File: src/rtl/obi_uart_pkg.sv
// Shared types and constants for the OBI UART blocks.
package obi_uart_pkg;

  typedef struct packed {
    logic       dlab;
    logic       brk;
    logic       stick;
    logic       eps;
    logic       pen;
    logic       stb;
    logic [1:0] wls;
  } lcr_t;

  typedef enum logic [2:0] {
    TX_IDLE,
    TX_START,
    TX_DATA,
    TX_PARITY,
    TX_STOP
  } tx_state_e;

  // 1.5 stop bits at the default 16x oversampling
  localparam int unsigned StopTicks15 = 24;

  // Stick parity overrides the even/odd selection
  function automatic logic tx_parity(logic [7:0] data, logic [1:0] wls,
                                     logic eps, logic stick);
    logic [7:0] mask;
    logic       base;
    mask = 8'hFF >> (2'd3 - wls);
    base = ^(data & mask);
    if (stick) return ~eps;
    return eps ? base : ~base;
  endfunction

endpackage

File: src/rtl/obi_uart_tx_ctrl.sv
// UART transmit sequencer: pops bytes from the TX FIFO and serialises them
// onto tx_o using the LCR frame format captured at pop time.
module obi_uart_tx_ctrl
  import obi_uart_pkg::*;
#(
  parameter int unsigned OversampleRate = 16
) (
  input  logic       clk_i,
  input  logic       rst_ni,
  input  logic       baud_tick_i,
  input  logic       clr_i,
  input  logic [7:0] lcr_i,
  input  logic [7:0] data_i,
  input  logic       valid_i,
  output logic       ready_o,
  output logic       tx_o,
  output logic       tx_empty_o
);

  localparam int unsigned CntW = $clog2(2 * OversampleRate);
  localparam logic [CntW-1:0] BitLast    = CntW'(OversampleRate - 1);
  localparam logic [CntW-1:0] StopLast1  = CntW'(OversampleRate - 1);
  localparam logic [CntW-1:0] StopLast15 = CntW'(OversampleRate * 3 / 2 - 1);
  localparam logic [CntW-1:0] StopLast2  = CntW'(2 * OversampleRate - 1);

  tx_state_e       state_q;
  logic [CntW-1:0] tick_cnt_q;
  logic [CntW-1:0] stop_cnt_q;
  logic [2:0]      bit_idx_q;
  logic [7:0]      data_q;
  lcr_t            frame_q;
  logic            tx_q;

  lcr_t            lcr_live;
  logic            is_idle;
  logic            handshake;
  logic            bit_end;
  logic            stop_end;
  logic [2:0]      last_bit;
  logic [CntW-1:0] stop_last;
  logic            unused_lcr_bits;

  assign lcr_live   = lcr_t'(lcr_i);
  assign is_idle    = (state_q == TX_IDLE);
  assign ready_o    = is_idle & ~clr_i;
  assign handshake  = valid_i & ready_o;
  assign tx_empty_o = is_idle & ~valid_i;
  // Break acts on the live LCR, bypassing the frame snapshot and the FSM
  assign tx_o       = tx_q & ~lcr_live.brk;

  assign last_bit = 3'd4 + {1'b0, frame_q.wls};
  assign bit_end  = baud_tick_i & (tick_cnt_q == BitLast);
  assign stop_end = baud_tick_i & (stop_cnt_q == stop_last);

  always_comb begin
    stop_last = StopLast1;
    if (frame_q.stb) begin
      stop_last = (frame_q.wls == 2'd0) ? StopLast15 : StopLast2;
    end
  end

  assign unused_lcr_bits = ^{lcr_live.dlab, frame_q.dlab, frame_q.brk};

  always_ff @(posedge clk_i or negedge rst_ni) begin
    if (!rst_ni) begin
      state_q    <= TX_IDLE;
      tick_cnt_q <= '0;
      stop_cnt_q <= '0;
      bit_idx_q  <= '0;
      data_q     <= '0;
      frame_q    <= '0;
      tx_q       <= 1'b1;
    end else if (clr_i) begin
      state_q    <= TX_IDLE;
      tick_cnt_q <= '0;
      stop_cnt_q <= '0;
      bit_idx_q  <= '0;
      tx_q       <= 1'b1;
    end else begin
      unique case (state_q)
        TX_IDLE: begin
          if (handshake) begin
            data_q     <= data_i;
            frame_q    <= lcr_t'({2'b00, lcr_i[5:0]});
            tick_cnt_q <= '0;
            tx_q       <= 1'b0;
            state_q    <= TX_START;
          end
        end
        TX_START: begin
          if (bit_end) begin
            tick_cnt_q <= '0;
            bit_idx_q  <= '0;
            tx_q       <= data_q[0];
            state_q    <= TX_DATA;
          end else if (baud_tick_i) begin
            tick_cnt_q <= tick_cnt_q + CntW'(1);
          end
        end
        TX_DATA: begin
          if (bit_end) begin
            tick_cnt_q <= '0;
            if (bit_idx_q == last_bit) begin
              if (frame_q.pen) begin
                tx_q    <= tx_parity(data_q, frame_q.wls, frame_q.eps, frame_q.stick);
                state_q <= TX_PARITY;
              end else begin
                stop_cnt_q <= '0;
                tx_q       <= 1'b1;
                state_q    <= TX_STOP;
              end
            end else begin
              bit_idx_q <= bit_idx_q + 3'd1;
              tx_q      <= data_q[bit_idx_q + 3'd1];
            end
          end else if (baud_tick_i) begin
            tick_cnt_q <= tick_cnt_q + CntW'(1);
          end
        end
        TX_PARITY: begin
          if (bit_end) begin
            tick_cnt_q <= '0;
            stop_cnt_q <= '0;
            tx_q       <= 1'b1;
            state_q    <= TX_STOP;
          end else if (baud_tick_i) begin
            tick_cnt_q <= tick_cnt_q + CntW'(1);
          end
        end
        TX_STOP: begin
          if (stop_end) begin
            stop_cnt_q <= '0;
            state_q    <= TX_IDLE;
          end else if (baud_tick_i) begin
            stop_cnt_q <= stop_cnt_q + CntW'(1);
          end
        end
        default: state_q <= TX_IDLE;
      endcase
    end
  end

endmodule

File: config.mk
export PLATFORM = sky130hd
export DESIGN_NAME = obi_uart_tx_ctrl
export DESIGN_NICKNAME = d
export VERILOG_FILES = /design/src/rtl/obi_uart_pkg.sv /design/src/rtl/obi_uart_tx_ctrl.sv
export SDC_FILE = /design/constraint.sdc
export NUM_CORES = 1
export LEC_CHECK = 0
export ABC_AREA = 1
export CAP_MARGIN = 10
export CELL_PAD_IN_SITES_DETAIL_PLACEMENT = 1
export CELL_PAD_IN_SITES_GLOBAL_PLACEMENT = 1
export CORE_MARGIN = 4
export CORE_UTILIZATION = 36
export DETAILED_ROUTE_END_ITERATION = 8
export GPL_TIMING_DRIVEN = 0
export PLACE_DENSITY_LB_ADDON = 0.1
export REMOVE_ABC_BUFFERS = 1
export SLEW_MARGIN = 10
export SYNTH_ARGS = -nofsm -noshare
export SYNTH_HDL_FRONTEND = slang
export SYNTH_SLANG_ARGS = --single-unit
File: constraint.sdc
create_clock -name clk_i -period 1.6 [get_ports clk_i]
set_clock_uncertainty 0.2 [all_clocks]
set_input_delay 0.32 -clock clk_i [delete_from_list [all_inputs] [get_ports clk_i]]
set_output_delay 0.32 -clock clk_i [all_outputs]
set_load 0.005 [all_outputs]
==> flow_summary.json, run 1 <==
{
  "outcome": "finished with violations",
  "failed_checks": "setup timing",
  "fmax_ghz": 0.502,
  "yosysWarnings": 0,
  "cts.clk_slew.worst_paths_ns": 0.07,
  "final_cells": 415,
  "first_iter_violations": 111,
  "dp.cells": 348,
  "synth_edf_count": 0,
  "regToRegStartpoint": "state_q[1]",
  "synth_top_cell_by_area": "dfrtp_1",
  "tightest_slew_ns": 0.731,
  "yosysSeqAreaShare_pct": 41.4,
  "start_util_pct": 37.0,
  "drive_above_1_share_pct": 42.9,
  "start_kind": "register",
  "finalPower_mw": 5.08,
  "ctsRootBufferMaster": "clkbuf_8",
  "r2r_end": "tx_q",
  "netSwitchingFraction_pct": 46.4,
  "endpoint_kind": "register",
  "power.switching_mw": 2.36,
  "finalCoreUtilization_pct": 60.7,
  "hold_depth": 2,
  "grt_remaining_overflow": 0,
  "min-delay-start": "frame_q[5]",
  "required_ns": 1.64,
  "path_max_fanout": 3,
  "via_count": 2156,
  "drcViolationCount": 0,
  "htreeDepth": 2,
  "synth_area_sq_um": 1880,
  "area_growth_pct": 64.2,
  "clk-insertion-delay-late_ns": 0.29,
  "grt_pass1_wl_um": 10100,
  "routed_wirelength_um": 7710,
  "combPwrFrac_pct": 62.2,
  "hp-class": "register to register",
  "synth.distinct_cells": 29,
  "setup-violations-final": 22,
  "hold_end": "frame_q[5]",
  "hpwl_um": 3380,
  "async_reset_ff_share_pct": 100,
  "rsz0062_at_grt": "true",
  "dieHeight_um": 80.2,
  "fp.dieW_um": 80.2,
  "syn_area_per_cell_sq_um": 7.24,
  "ant_nets": 0,
  "preCtsSetupSlack_ns": -1.00,
  "rr_worst_depth": 11,
  "io_buffers": 22,
  "cap_violations": 0,
  "relSlewSlack_pct": 51.2,
  "io_pins": 24,
  "pwr-share-clk_pct": 12.0,
  "clk_path_buf_depth": 2,
  "hold_viol": 0,
  "yosys.cell_count.top_type": "nand2_1",
  "vias_per_cell": 5.20,
  "core_sq_um": 5070,
  "p_per_area_nw_per_um2": 1650,
  "crit_type": "register to register",
  "cp.arrival_ns": 2.03,
  "internal_power_mw": 2.72,
  "rows": 26,
  "placedInstanceArea_sq_um": 2160,
  "tns_ns": -5.55,
  "netlist.area_leader.share_pct": 40.0,
  "ys_top_cells_by_area": "dfrtp_1, nand2_1, nor2_1, inv_1, nand3_1",
  "ys_ff_latch": 31,
  "finalNetCount": 368,
  "grt_max_degree": 32,
  "globalRouteTotalUtil_pct": 20.4,
  "synth_flop_cell": "dfrtp_1",
  "routedWlPerCell_um": 18.6,
  "syn-instance-count": 259,
  "dieArea_sq_um": 6430,
  "cts_sinks": 31,
  "reg2reg_slack_ns": -0.39,
  "n_antenna_cell": 0,
  "final_area_sq_um": 3080,
  "first_pass_iters": 4,
  "whs_ns": 0.340,
  "cts_tree": "done",
  "seqPwrFrac_pct": 25.8,
  "grt_pass1_vias": 2192,
  "leakage_nw": 1.44,
  "fin_ws_ns": -0.391,
  "slew_viol_final": 0,
  "yosys-top-cells-count": "nand2_1, nor2_1, inv_1",
  "gp_congestion": 0.765,
  "final.period_utilization_pct": 124,
  "fin_crit_ns": 1.99,
  "numCtsBuffers": 5,
  "antenna_found_initial": 0,
  "vdd_drop_max_uv": 850
}
==> per-layer routing <==
| metal | GRT usage, % | wire (um) |
|---|---|---|
| met2 | 37.5 | 4020 |
| met1 | 22.3 | 2980 |
| met4 | 9.46 | 415 |
| met3 | 4.04 | 293 |
| met5 | 0 | 0 |
==> layout by cell type (no fill, tap or decap), types with 5 or more instances in the layout <==
cell,synthesis,layout
a21oi_1,21,14
a21oi_2,2,8
buf_4,0,46
buf_6,0,9
clkbuf_8,0,5
clkdlybuf4s50_1,0,15
dfrtp_1,30,25
dfrtp_2,0,5
inv_1,32,23
inv_2,7,8
inv_4,0,5
nand2_1,52,46
nand3_1,22,18
nor2_1,35,22
nor2_2,4,5
nor2_4,1,13
o21ai_1,4,12
==> repair_timing <==
item	4_1_cts	5_1_grt
buffers inserted	38	19
pin swaps	16	18
hold buffers	1	0
resized for setup	76	57
gates cloned	0	2
setup endpoints to repair	34	24
endpoints found under the hold margin	30	0
==> worst max-delay path by stage <==
stage	startpoint	end	slack, ns	cells past startpoint
after floorplan	state_q[1]	data_q[5]	-0.20	5
after global placement	clr_i	data_q[5]	-1.00	6
after detailed placement	clr_i	frame_q[2]	-1.00	6
after CTS	state_q[2]	stop_cnt_q[4]	-0.26	11
after global routing	tick_cnt_q[0]	stop_cnt_q[4]	-0.51	10
final	state_q[1]	tx_q	-0.39	11
==> layout make-up <==
type | instances | area, sq um
fillers | 617 | 1990
multi-input cells | 188 | 1280
flip-flops and latches | 31 | 783
repair buffers | 79 | 676
inverters | 39 | 176
well taps | 70 | 87.6
clock buffers | 7 | 76.3
clock inverters | 1 | 5.00
==> power by group through the flow <==
stage	combinational, mW	sequential, mW	clock (mW)
after floorplan	1.25	1.23	0
after detailed placement	1.67	1.30	0
after global routing	3.48	1.34	0.669
final	3.16	1.31	0.611
after CTS	2.34	1.26	0.622
after global placement	1.61	1.30	0
==> logic make-up after synthesis <==
group,Yosys count,share of synthesized area [%]
and+or+nand+nor,130,30.6
AOI/OAI and AO/OA,46,13.9
buffers and inverters,42,8.61
DFF,31,41.4
xor gates and xnor gates,5,2.33
adders and majority gates,3,2.00
muxes,2,1.20
==> sequential cells by signal, summed over array words and instances (netlist names) <==
signal / flops
data_q: 8
frame_q: 6
stop_cnt_q: 5
tick_cnt_q: 5
bit_idx_q: 3
state_q: 3
tx_q: 1
==> critical path, cell delays in order, from the launching register on <==
cell,delay [ns]
dfrtp_2,0.45
nor2_4,0.14
buf_6,0.13
buf_4,0.11
buf_4,0.14
nor2_4,0.06
nand2_4,0.09
inv_6,0.05
buf_4,0.14
o21ai_0,0.27
nand2_1,0.09
inv_1,0.06
No activity file was read; power rests on OpenSTA's default activity.
==> run 2: changes to the inputs <==
- CORE_MARGIN: 4 -> 2
==> flow_summary.json, run 2 (synthesis results as in run 1) <==
{
  "globalRouteTotalUtil_pct": 21.5,
  "endpoint_kind": "register",
  "r2r_end": "stop_cnt_q[4]",
  "n_antenna_cell": 0,
  "ant_nets": 0,
  "slew_viol_final": 0,
  "first_pass_iters": 4,
  "tightest_slew_ns": 0.753,
  "hpwl_um": 3360,
  "finalNetCount": 355,
  "via_count": 2030,
  "area_growth_pct": 59.2,
  "fin_crit_ns": 2.04,
  "cts_sinks": 31,
  "regToRegStartpoint": "tick_cnt_q[1]",
  "fp.dieW_um": 76.2,
  "htreeDepth": 2,
  "crit_type": "register to register",
  "grt_pass1_vias": 2098,
  "rr_worst_depth": 10,
  "final_cell_mix": "nand2_1, buf_4, inv_1",
  "drive_above_1_share_pct": 40.7,
  "routed_wirelength_um": 6890,
  "crit_buf_inv": 0,
  "cp.arrival_ns": 2.06,
  "cp_cell_sequence": "ha_4, nand3_4, o21ai_4, nor2_4, nor3_4, nand2_4, nor2_4, nand2_1, xor2_1, nor2_1",
  "first_iter_violations": 57,
  "routedWlPerCell_um": 17.1,
  "vias_per_cell": 5.05,
  "core_sq_um": 5070,
  "dieHeight_um": 76.2,
  "cpMaxStageDelayCell": "dfrtp_1",
  "failed_checks": "setup timing",
  "hold_viol": 0,
  "seqPwrFrac_pct": 26.9,
  "hp-class": "register to register",
  "drcViolationCount": 0,
  "whs_ns": 0.338,
  "fin_ws_ns": -0.437,
  "cpPeakStageDelay_ns": 0.39,
  "grt_remaining_overflow": 0,
  "cts_tree": "done",
  "ctsRootBufferMaster": "clkbuf_8",
  "relSlewSlack_pct": 49.8,
  "p_per_area_nw_per_um2": 1620,
  "antenna_found_initial": 0,
  "netSwitchingFraction_pct": 46.2,
  "min-delay-start": "tick_cnt_q[4]",
  "leakage_nw": 1.38,
  "pwr-share-clk_pct": 12.8,
  "fillCellCount": 625,
  "tns_ns": -4.38,
  "power.switching_mw": 2.23,
  "reg_top3": "data_q (8), frame_q (6)",
  "cts.clk_slew.worst_paths_ns": 0.07,
  "gp_congestion": 0.750,
  "internal_power_mw": 2.60,
  "numCtsBuffers": 5,
  "grt_pass1_wl_um": 9810,
  "path_max_fanout": 4,
  "regMostFlops": "data_q",
  "hold_end": "tick_cnt_q[4]",
  "vdd_drop_max_uv": 949,
  "combPwrFrac_pct": 60.3,
  "rsz0062_at_grt": "true",
  "cap_violations": 0,
  "final_common_cell": "nand2_1",
  "required_ns": 1.62,
  "outcome": "finished with violations",
  "io_buffers": 22,
  "crit_path_frequent_cell": "nor2_4",
  "start_kind": "register",
  "io_pins": 24,
  "final.period_utilization_pct": 127,
  "clk_path_buf_depth": 2,
  "setup-violations-final": 21,
  "crit_family": "simple AND/OR/NAND/NOR gates",
  "largest_reg_flops": 8,
  "dieArea_sq_um": 5800,
  "hold_depth": 1,
  "fmax_ghz": 0.491,
  "grt_max_degree": 32,
  "rows": 26,
  "start_util_pct": 37.0,
  "reg2reg_slack_ns": -0.44,
  "clk-insertion-delay-late_ns": 0.30
}
run 2: cell count changes in the layout (fill, tap and decap cells not counted), sizes merged:
cell | previous run | this run
buf | 60 | 48
clkbuf | 7 | 9
clkdlybuf4s15 | 2 | 0
dlymetal6s2s | 1 | 2
inv | 39 | 38
nand2 | 57 | 56
run 2: power by group through the flow:
| stage | Sequential (mW) | Combinational [mW] | Clock, mW |
|---|---|---|---|
| finish | 1.30 | 2.91 | 0.617 |
| global route | 1.34 | 3.23 | 0.665 |
| CTS | 1.27 | 2.26 | 0.625 |
| detailed placement | 1.30 | 1.67 | 0 |
| global placement | 1.30 | 1.61 | 0 |
| floorplan | 1.23 | 1.25 | 0 |
run 2: how the worst max path moves through the flow:
| stage | startpoint | depth (start not counted) | to | slack [ns] |
|---|---|---|---|---|
| 3_3_place_gp | clr_i | 6 | data_q[5] | -1.00 |
| 5_1_grt | tick_cnt_q[0] | 10 | stop_cnt_q[4] | -0.51 |
| 6_report | tick_cnt_q[1] | 10 | stop_cnt_q[4] | -0.44 |
| 4_1_cts | state_q[2] | 11 | stop_cnt_q[4] | -0.29 |
| 2_1_floorplan | state_q[1] | 5 | data_q[5] | -0.20 |
| 3_5_place_dp | clr_i | 6 | frame_q[2] | -0.99 |
run 2: stage by stage:
stage	worst slack [ns]	std cells	total power [mW]	utilization [%]	cell area [sq um]
2_1_floorplan	-0.199	256	2.48	-	1860
3_3_place_gp	-1.00	348	2.91	42.7	2170
3_5_place_dp	-0.994	348	2.97	42.6	2160
4_1_cts	-0.291	388	4.16	51.9	2630
5_1_grt	-0.507	402	5.23	58.8	2990
6_report	-0.437	402	4.83	58.8	2990
run 2: worst register-to-register path: stages (launching register included):
cell and delay, ns:
dfrtp_1 0.39, ha_4 0.17, nand3_4 0.08, o21ai_4 0.25
nor2_4 0.07, nor3_4 0.22, nand2_4 0.12, nor2_4 0.11
nand2_1 0.08, xor2_1 0.16, nor2_1 0.13
run 2: what timing repair did:
action,CTS,global route
setup buffers,31,14
resized for setup,57,71
endpoints found under the setup margin,34,34
cloned,0,1
pin swaps,13,28
hold buffers,1,0
endpoints found under the hold margin,30,0
run 2: layer usage:
metal,up-vias,GRT usage (%),wire [um]
met4,0,10.0,252
met2,41,40.1,3670
met5,-,0,0
li1,980,-,-
met1,991,23.2,2720
met3,18,4.27,246
run 2: final cells by class:
type | instances | area [sq um] | share of cell area, %
well taps | 70 | 87.6 | 2.93
flip-flops and latches | 31 | 783 | 26.2
multi-input cells | 187 | 1270 | 42.5
repair buffers | 67 | 597 | 20.0
clock buffers | 8 | 80.1 | 2.68
inverters | 39 | 169 | 5.66
